==> src/rtl/alu_operand_router.sv <==
// Registered valid/ready router: steers one (A, B) operand pair per transfer into one of NUM_CH one-entry slots.
// Define ALU_ROUTER_BCAST_EN to add the in_bcast port, which loads every slot with the same pair.
module alu_operand_router #(
    parameter int WIDTH    = 16,
    parameter int SEL_BITS = 2,
    parameter int CNT_BITS = 16
) (
    input  logic                       clk,
    input  logic                       rst_n,
    input  logic                       in_valid,
    output logic                       in_ready,
    input  logic [WIDTH-1:0]           in_a,
    input  logic [WIDTH-1:0]           in_b,
    input  logic [SEL_BITS-1:0]        in_sel,
`ifdef ALU_ROUTER_BCAST_EN
    input  logic                       in_bcast,
`endif
    output logic [(2**SEL_BITS)-1:0]       out_valid,
    input  logic [(2**SEL_BITS)-1:0]       out_ready,
    output logic [(2**SEL_BITS)*WIDTH-1:0] out_a,
    output logic [(2**SEL_BITS)*WIDTH-1:0] out_b,
    output logic [CNT_BITS-1:0]        accept_cnt
);
    localparam int NUM_CH = 2**SEL_BITS;

    logic [NUM_CH-1:0]            full_q, full_d;
    logic [NUM_CH-1:0][WIDTH-1:0] a_q, a_d, b_q, b_d;
    logic [CNT_BITS-1:0]          cnt_q, cnt_d;
    logic [NUM_CH-1:0]            drain, can_take, sel_oh, load;
    logic                         accept;

    assign drain    = full_q & out_ready;
    // A slot can take new data if it is empty or is being drained this same cycle.
    assign can_take = ~full_q | out_ready;

    always_comb begin
        sel_oh         = '0;
        sel_oh[in_sel] = 1'b1;
    end

`ifdef ALU_ROUTER_BCAST_EN
    assign in_ready = in_bcast ? (&can_take) : can_take[in_sel];
    assign accept   = in_valid & in_ready;
    assign load     = accept ? (in_bcast ? {NUM_CH{1'b1}} : sel_oh) : '0;
`else
    assign in_ready = can_take[in_sel];
    assign accept   = in_valid & in_ready;
    assign load     = accept ? sel_oh : '0;
`endif

    always_comb begin
        full_d = full_q;
        a_d    = a_q;
        b_d    = b_q;
        for (int i = 0; i < NUM_CH; i++) begin
            if (load[i]) begin
                full_d[i] = 1'b1;
                a_d[i]    = in_a;
                b_d[i]    = in_b;
            end else if (drain[i]) begin
                // Empty slots drive zero, as the old combinational demux did.
                full_d[i] = 1'b0;
                a_d[i]    = '0;
                b_d[i]    = '0;
            end
        end
        cnt_d = accept ? cnt_q + 1'b1 : cnt_q;
    end

    always_ff @(posedge clk or negedge rst_n) begin
        if (!rst_n) begin
            full_q <= '0;
            a_q    <= '0;
            b_q    <= '0;
            cnt_q  <= '0;
        end else begin
            full_q <= full_d;
            a_q    <= a_d;
            b_q    <= b_d;
            cnt_q  <= cnt_d;
        end
    end

    assign out_valid  = full_q;
    assign out_a      = a_q;
    assign out_b      = b_q;
    assign accept_cnt = cnt_q;
endmodule

==> config.mk <==
export PLATFORM = sky130hd
export DESIGN_NAME = alu_operand_router
export DESIGN_NICKNAME = d
export VERILOG_FILES = /design/src/rtl/alu_operand_router.sv
export SDC_FILE = /design/constraint.sdc
export NUM_CORES = 1
export LEC_CHECK = 0
export CAP_MARGIN = 20
export CORE_ASPECT_RATIO = 2
export CORE_MARGIN = 10
export CORE_UTILIZATION = 46
export DETAILED_ROUTE_END_ITERATION = 6
export PLACE_DENSITY = 0.79
export SLEW_MARGIN = 15
export SYNTH_ARGS = -nofsm -noshare
export SYNTH_HDL_FRONTEND = slang
export SYNTH_SLANG_ARGS = --single-unit
export TNS_END_PERCENT = 100
==> constraint.sdc <==
create_clock -name clk -period 2.7 [get_ports clk]
set_input_delay 0.81 -clock clk [delete_from_list [all_inputs] [get_ports clk]]
set_output_delay 0.81 -clock clk [all_outputs]
set_load 0.1 [all_outputs]
* Word-level counts from Yosys, hierarchy flattened *
Index checks and enable logic that the tools add are counted.

word-level totals
  register bits = 148
  input port bits = 41
  word-level logic and storage cells = 50

operators by class
  reduce and logical (&&, ||, !) cells = 5
  order comparisons = 2
  muxes and demuxes = 25
  bitwise logic cells = 4
  $add $sub $neg = 1

operators with widths
  cell                     count
  $mux W16                 12
  $add A16 B1 Y16 const B  1
  $mux W1                  10
  $reduce_bool A2 Y1       4
  $and A4 B4 Y4            1
  $mux W4                  1
  $not A4 Y4               1
  $or A4 B4 Y4             1
  $lt A2 B3 Y1 const B     1
  $bmux W1 S2              1
  $demux W1 S2             1
  $ge A2 B1 Y1 const B     1
  $and A1 B1 Y1            1
  $logic_and A1 B1 Y1      1

* Logic depth before layout (Yosys ltp) *
  depth after elaboration = 7
  mapped depth = 6

* Worst setup path after synthesis *
Ideal clock, no wire load.

  path kind = reg2out
  from = reg full_q[2], in the netlist out_valid[2]
  to = out in_ready
  stages on the path, launching flop included = 4
  required time = 1.890 ns
  setup slack = 0.039 ns
  arrival time = 1.851 ns
  cell sequence = dfrtp_1 > nand2b_1 > mux4_2 > buf_6

on the way
  word-level cells in the longest chain between the ends = 4

ends and longest elaborated chain
  what                           RTL line  source
  from (decl)                    26        logic [NUM_CH-1:0] full_q, full_d;
  from (signal assigned)         77        full_q <= full_d;
  $not A4 Y4                     34        assign can_take = ~full_q | out_ready;
  $or A4 B4 Y4                   34
  $bmux W1 S2                    46        assign in_ready = can_take[in_sel];
  $mux W1 (implied by the code)  46
  to (decl)                      11        output logic in_ready,

No other way between the ends. The select of a mux whose other input is x is not followed.

* Final worst setup path *
  from = in out_ready[1]
  to = out in_ready

on the way
  word-level cells in the longest chain between the ends = 3

ends and longest elaborated chain
  what                           RTL line  source
  from (decl)                    19        input logic [(2**SEL_BITS)-1:0] out_ready,
  $or A4 B4 Y4                   34
  $bmux W1 S2                    46
  $mux W1 (implied by the code)  46

No other way between the ends. The select of a mux whose other input is x is not followed.

==> reports/summary.txt <==
STA
----------------------------------------------------------------------------------------------------
Final hold violation count                                                                         0
Period utilization                                                                             99.9%
Slew of the pin with the lowest slew margin                                                 0.502 ns
Final Max Tran Viols                                                                               0
Final Worst Setup Slack                                                                   0.00221 ns
Final setup violation count                                                                        0
Max Clock Skew                                                                             0.0129 ns
Worst relative slew slack                                                                      66.5%
Crit path time final                                                                         2.70 ns
Fmax                                                                                       0.371 GHz

PLACE
----------------------------------------------------------------------------------------------------
Placement Setup Slack                                                                      -0.275 ns
DP Wirelength                                                                                14.1 mm
Total of buffers placed on input and output ports                                                189
Final Wtd Congestion                                                                           0.857

SYNTHESIS
----------------------------------------------------------------------------------------------------
Synth unique cells                                                                                26
Top cells by area, synth                                                                dfrtp_1 (62%), nand2_1 (17%), o21ai_0 (11%), xnor2_1 (2.2%), clkbuf_1 (1.6%)
Syn avg cell area                                                                         9.35 sq um
Post-synth top area share                                                                      61.9%
Area of the mapped netlist                                                              0.00598 sq mm
Post-synthesis net count                                                                         682
Top cell type by total area after synthesis                                                  dfrtp_1
Gate count after technology mapping                                                              640
Flip-flop and latch count after synthesis                                                        148
Number of synthesis warnings                                                                       0
Share of synthesized area occupied by flip-flops and latches                                   61.9%

ROUTING
----------------------------------------------------------------------------------------------------
Via-per-instance ratio                                                                          5.31
Antenna-violating nets left                                                                        0
Number of DRC markers in iteration 0                                                             304
Number of search-and-repair iterations in the first detailed-routing pass                          5
Final Routed Wirelength                                                                      19.6 mm
Remaining design rule violation count                                                              0
Total number of vias                                                                            5279
Routed WL per cell                                                                           19.7 um

FINAL LAYOUT
----------------------------------------------------------------------------------------------------
Fraction of layout cells with a size suffix above 1                                            25.4%
Post-layout nets                                                                                 872
Top library cells by usage in the layout, fill and taps aside                           nand2_1 (265), buf_4 (166), dfrtp_1 (148)
Area growth, synth to finish                                                                   40.1%
Most common cell after layout, fill and taps aside                                           nand2_1

GLOBAL ROUTING
----------------------------------------------------------------------------------------------------
Via count of the first global-routing pass                                                      5468
Initial antenna violation count                                                                    1
Global Route met3 Usage                                                                        5.50%
Met2 routing resource usage after global routing                                               37.6%
Pin count of the biggest net entering global routing                                              66
Global route hottest layer                                                                      met2
Aggregate global routing overflow                                                                  0
Met1 Use GR                                                                                    21.9%
Wire length of the first global-routing pass                                                 30.7 mm
Overall global routing resource usage                                                          21.4%

CRITICAL PATH
----------------------------------------------------------------------------------------------------
Crit Path Class                                                                               in2out
Ordered list of cells on the worst path                                                 clkdlybuf4s15_2 > nand2b_4 > mux4_2 > buf_12
Slowest library cell on the worst path                                                        mux4_2
Highest fanout seen on the critical path                                                           2
CP max stage delay                                                                           0.52 ns
Critical Path Sink Type                                                                   output pin
Arrival time of data at the critical path endpoint                                           1.89 ns
Worst Setup Start Kind                                                                     input pin
Endpoint required time on the critical path                                                  1.89 ns

MIN PATH
----------------------------------------------------------------------------------------------------
HP Class                                                                                    in2async

CLOCKING
----------------------------------------------------------------------------------------------------
Insertion delay of the later-clocked pin in the worst-skew pair                              0.41 ns
Inserted Clock Buffers                                                                            17
H-tree levels                                                                                      4
Clk Tree Root Cell                                                                         clkbuf_16
TritonCTS clock tree                                                                             yes
Clock-pin slew reported for the worst setup and hold paths after clock tree synthesis        0.06 ns
Sinks on the clock net                                                                           148
Hold buffer count at cts                                                                           0
Clock tree buffer depth                                                                            2

POWER AND IR DROP
----------------------------------------------------------------------------------------------------
Worst IR Drop VDD                                                                         0.000802 V
Total leakage power                                                                          4.01 nW
Total Power Consumption                                                                      8.94 mW
Power Density                                                                           1070 mW/mm^2

DIE
----------------------------------------------------------------------------------------------------
Core footprint                                                                          0.0127 sq mm
Die span in y                                                                                 181 um
Cell Rows                                                                                         58
Starting utilization of the core area                                                          47.1%
Width of the chip                                                                             101 um
DIE AREA                                                                                0.0182 sq mm
Number of ports placed on the die boundary                                                       190

OUTCOME
----------------------------------------------------------------------------------------------------
Outcome                                                                                 complete, no violations

RUN
----------------------------------------------------------------------------------------------------
Max-cap violations                                                                                 0

## synthesized netlist by cell type, drive strengths merged
cell type  number
and4            2
nor3b           3
nand3           2
and3            4
mux4            1
clkbuf         27
mux2            1
nand2b          5
xnor2          15
ha              1
and4b           1
nand4          13
nor2            1
dfrtp         148
inv             2
nand2         265
o21ai         130
and2            4
buf            15
## power by group
part / leakage (nW) / total [mW] / switching [mW] / internal (mW)
registers: 1.92 / 2.83 / 0.271 / 2.55
logic: 1.81 / 3.75 / 3.07 / 0.679
clock network: 0.285 / 2.36 / 0.907 / 1.46
total: 4.01 / 8.94 / 4.25 / 4.69
## worst max-delay path: cells and delay by family
| kind | cells | cell delay (ns) |
|---|---|---|
| mux | 1 | 0.52 |
| simple gates | 1 | 0.15 |
| buf+inv | 2 | 0.40 |
## routing by layer
layer / up-vias / routed length [um] / share of wire [%]
met5: - / 0 / 0
met4: 0 / 970 / 4.9
met3: 51 / 1180 / 6.0
met2: 235 / 10600 / 54
met1: 2530 / 6830 / 35
li1: 2463 / - / -
## logic make-up after synthesis
logic type	count (synthesis)	synth area share (%)
compound gates	130	10.9
xor+xnor	15	2.20
fa+ha+maj	1	0.209
buf+inv	44	3.32
flops	148	61.9
mux	2	0.564
simple gates	300	20.9
## final cells by class
| type | instances | area [sq um] |
|---|---|---|
| antenna | 1 | 2.50 |
| clock buffer | 20 | 437 |
| clock inverter | 12 | 155 |
| fill | 1007 | 4320 |
| inverter | 2 | 7.51 |
| multi-input combinational | 448 | 2100 |
| sequential | 148 | 3700 |
| tap | 150 | 188 |
| timing repair buffer | 213 | 1790 |
## stage by stage
stage | TNS (ns) | instances | instance area [sq um] | util [%] | hold WS (ns)
final | 0 | 994 | 8380 | 66.0 | 0.307
after global routing | -0.00165 | 994 | 8380 | 66.0 | 0.332
after CTS | 0 | 992 | 8380 | 66.0 | 0.326
after detailed placement | -0.341 | 958 | 7750 | 61.1 | 0.483
after global placement | -0.286 | 958 | 7750 | 61.1 | 0.464
after floorplan | 0 | 640 | 5980 | - | 0.514
## flip-flops by register name, summed over array words and instances, names as in the netlist
| name | cells |
|---|---|
| out_valid | 4 |
| out_b | 64 |
| out_a | 64 |
| accept_cnt | 16 |
## path summary, 6_finish.rpt
path,start,endpoint,slack (ns),depth (start not counted)
worst max-delay path,out_ready[1],in_ready,0.002,4
worst min-delay path,rst_n,accept_cnt[8]$_DFFE_PN0P_,0.31,1
worst max register to register,out_valid[1]$_DFFE_PN0P_,accept_cnt[1]$_DFFE_PN0P_,0.72,6
worst min register to register,accept_cnt[15]$_DFFE_PN0P_,accept_cnt[15]$_DFFE_PN0P_,0.50,1
max in group asynchronous,rst_n,out_b[2]$_DFFE_PN0P_,1.67,2
min in group clk,accept_cnt[15]$_DFFE_PN0P_,accept_cnt[15]$_DFFE_PN0P_,0.50,1
## repair_timing
item | 4_1_cts | 5_1_grt
endpoints found under the setup margin | 1 | 1
gates resized for setup | 12 | 2
cloned | 0 | 0
endpoints found under the hold margin | 0 | 0
setup buffers | 2 | 1
No activity file was read; power rests on OpenSTA's default activity.
==> patch: new RTL, config.mk and constraints unchanged <==
The parameter `SEL_BITS` goes from 2 to 3.
--- a/src/rtl/alu_operand_router.sv
+++ b/src/rtl/alu_operand_router.sv
@@ -2,7 +2,7 @@
 // Define ALU_ROUTER_BCAST_EN to add the in_bcast port, which loads every slot with the same pair.
 module alu_operand_router #(
     parameter int WIDTH    = 16,
-    parameter int SEL_BITS = 2,
+    parameter int SEL_BITS = 3,
     parameter int CNT_BITS = 16
 ) (
     input  logic                       clk,
Ports: changed (5 resized); port bits go from 190 to 327. No check against the original RTL was run, so the function may have changed too.
==> patch against the unedited design <==
  * The run now ends with setup timing left
  * Routed wire length is 110% higher
  * Hold slack worse by 0.083 ns
  * Utilization decreased by 2.8 points
  * Largest power group unchanged
  * Critical endpoint unchanged
  * Sequential power increased by 90%
  * Total power grew 85%
  * Sequential cell count up 132
  * Cell area is 84% higher
  * Clock power increased by 50%
  * Setup slack lost 0.17 ns
  * Area after synthesis increased by 91%
  * Highest routed layer unchanged
==> patch: results (changes against the unedited design) <==
.. list-table::
   :header-rows: 1

   * - Metric
     - Value
   * - Non-clock buffers, area share
     - 0.211 (was 0.213)
   * - Gr usage total
     - 0.253 (was 0.214)
   * - Switching share of total power
     - 0.505 (was 0.475)
   * - Deepest clock path buffer count
     - 3 (was 2)
   * - Setup slack of the critical path after layout
     - -0.172 ns (was 0.00221 ns)
   * - Path depth of the worst reg2reg path
     - 8 (was 6)
   * - Number of port buffers
     - 326 (was 189)
   * - Fin Setup TNS
     - -0.172 ns (was 0 ns)
   * - Detail Placement HPWL
     - 30.2 mm (was 14.1 mm)
   * - Worst Hold Margin
     - 0.224 ns (was 0.307 ns)
   * - Worst skew pair latency
     - 0.53 ns (was 0.41 ns)
   * - Number of gates resized after CTS
     - 46 (was 12)
   * - Rel. slew slack
     - 0.566 (was 0.665)
   * - Count of clock-net buffers in the final layout
     - 32 (was 20)
   * - Post-synthesis register bit count
     - 280 (was 148)
   * - Clock network contribution to total cell area
     - 0.0519 (was 0.0706)
   * - Top cells by count, synth
     - sky130_fd_sc_hd__nand2_1, sky130_fd_sc_hd__dfrtp_1, sky130_fd_sc_hd__nand3_1, sky130_fd_sc_hd__o21ai_0, sky130_fd_sc_hd__clkbuf_1 (was sky130_fd_sc_hd__nand2_1, sky130_fd_sc_hd__dfrtp_1, sky130_fd_sc_hd__o21ai_0, sky130_fd_sc_hd__clkbuf_1, sky130_fd_sc_hd__xnor2_1)
   * - Reg-to-reg setup timing slack
     - 0.69 ns (was 0.72 ns)
   * - Wire length of the first global-routing pass
     - 63.2 mm (was 30.7 mm)
   * - Fraction of layout cells with a size suffix above 1
     - 0.275 (was 0.254)
   * - # H-tree levels
     - 1 (was 4)
   * - Fraction of standard cell area in multi-input logic
     - 0.255 (was 0.251)
   * - Dominant cells by area after synthesis
     - sky130_fd_sc_hd__dfrtp_1, sky130_fd_sc_hd__nand2_1, sky130_fd_sc_hd__nand3_1, sky130_fd_sc_hd__o21ai_0, sky130_fd_sc_hd__clkbuf_1 (was sky130_fd_sc_hd__dfrtp_1, sky130_fd_sc_hd__nand2_1, sky130_fd_sc_hd__o21ai_0, sky130_fd_sc_hd__xnor2_1, sky130_fd_sc_hd__clkbuf_1)
   * - Result of the run
     - finished, violations left (was finished, final reports clean)
   * - Total of endpoints with negative setup slack in the final report
     - 1 (was 0)
   * - Pin count of the biggest net entering global routing
     - 63 (was 66)
   * - Inserted Clock Buffers
     - 24 (was 17)
   * - Data arrival time of the critical path
     - 2.06 ns (was 1.89 ns)
   * - DRT iter0 DRCs
     - 1,000 (was 304)
   * - VDD IR-drop max
     - 0.766 mV (was 0.802 mV)
   * - Violated checks
     - setup timing
   * - Max Clock Skew
     - 0.0150 ns (was 0.0129 ns)
   * - Inverter count
     - 4 (was 2)
   * - WL/cell
     - 21.9 um (was 19.7 um)
   * - Via count of the first global-routing pass
     - 10,416 (was 5,468)
   * - Pre-CTS setup slack
     - -0.568 ns (was -0.275 ns)
   * - Number of buffers outside the clock class in the layout
     - 393 (was 213)
   * - Multi-input gates
     - 861 (was 448)
patch: cell types whose count changed in the layout (fill, tap and decap cells not counted), sizes merged, moves of 11 or more:
| cell | before | now |
|---|---|---|
| nand2 | 265 | 532 |
| buf | 174 | 359 |
| nand3 | 2 | 137 |
| dfrtp | 148 | 280 |
| nand4 | 13 | 1 |
| clkbuf | 21 | 32 |
patch: kinds of logic after synthesis:
logic type | after synthesis | share of synthesized area
mux | 4 | 0.00657
flops | 280 | 0.613
compound gates | 130 | 0.0590
simple gates | 711 | 0.261
buf+inv | 117 | 0.0480
xor+xnor | 15 | 0.0115
fa+ha+maj | 1 | 0.00109
patch: routing by layer:
layer | track usage | wire [um]
met5 | 0 | 0
met4 | 0.161 | 2800
met3 | 0.0523 | 2850
met2 | 0.448 | 21700
met1 | 0.266 | 14600
patch: stage by stage:
stage / util / instance area, um2 / power, mW / instances
2_1_floorplan: - / 11400 / 11.1 / 1258
3_3_place_gp: 0.596 / 14600 / 13.0 / 1861
3_5_place_dp: 0.596 / 14600 / 13.1 / 1861
4_1_cts: 0.630 / 15400 / 16.6 / 1909
5_1_grt: 0.632 / 15400 / 17.0 / 1914
6_report: 0.632 / 15400 / 16.5 / 1914
patch: critical path, stage by stage:
cell	delay (ns)
sky130_fd_sc_hd__buf_2	0.11
sky130_fd_sc_hd__nand2b_4	0.14
sky130_fd_sc_hd__mux4_2	0.50
sky130_fd_sc_hd__mux2_4	0.33
sky130_fd_sc_hd__buf_12	0.17
patch: power groups by stage:
stage,registers (mW),clock network [mW],logic [mW]
after CTS,5.38,3.60,7.63
after detailed placement,5.45,0,7.63
after global routing,5.46,3.76,7.82
after floorplan,10.4,0,0.758
final,5.39,3.54,7.60
after global placement,5.43,0,7.56
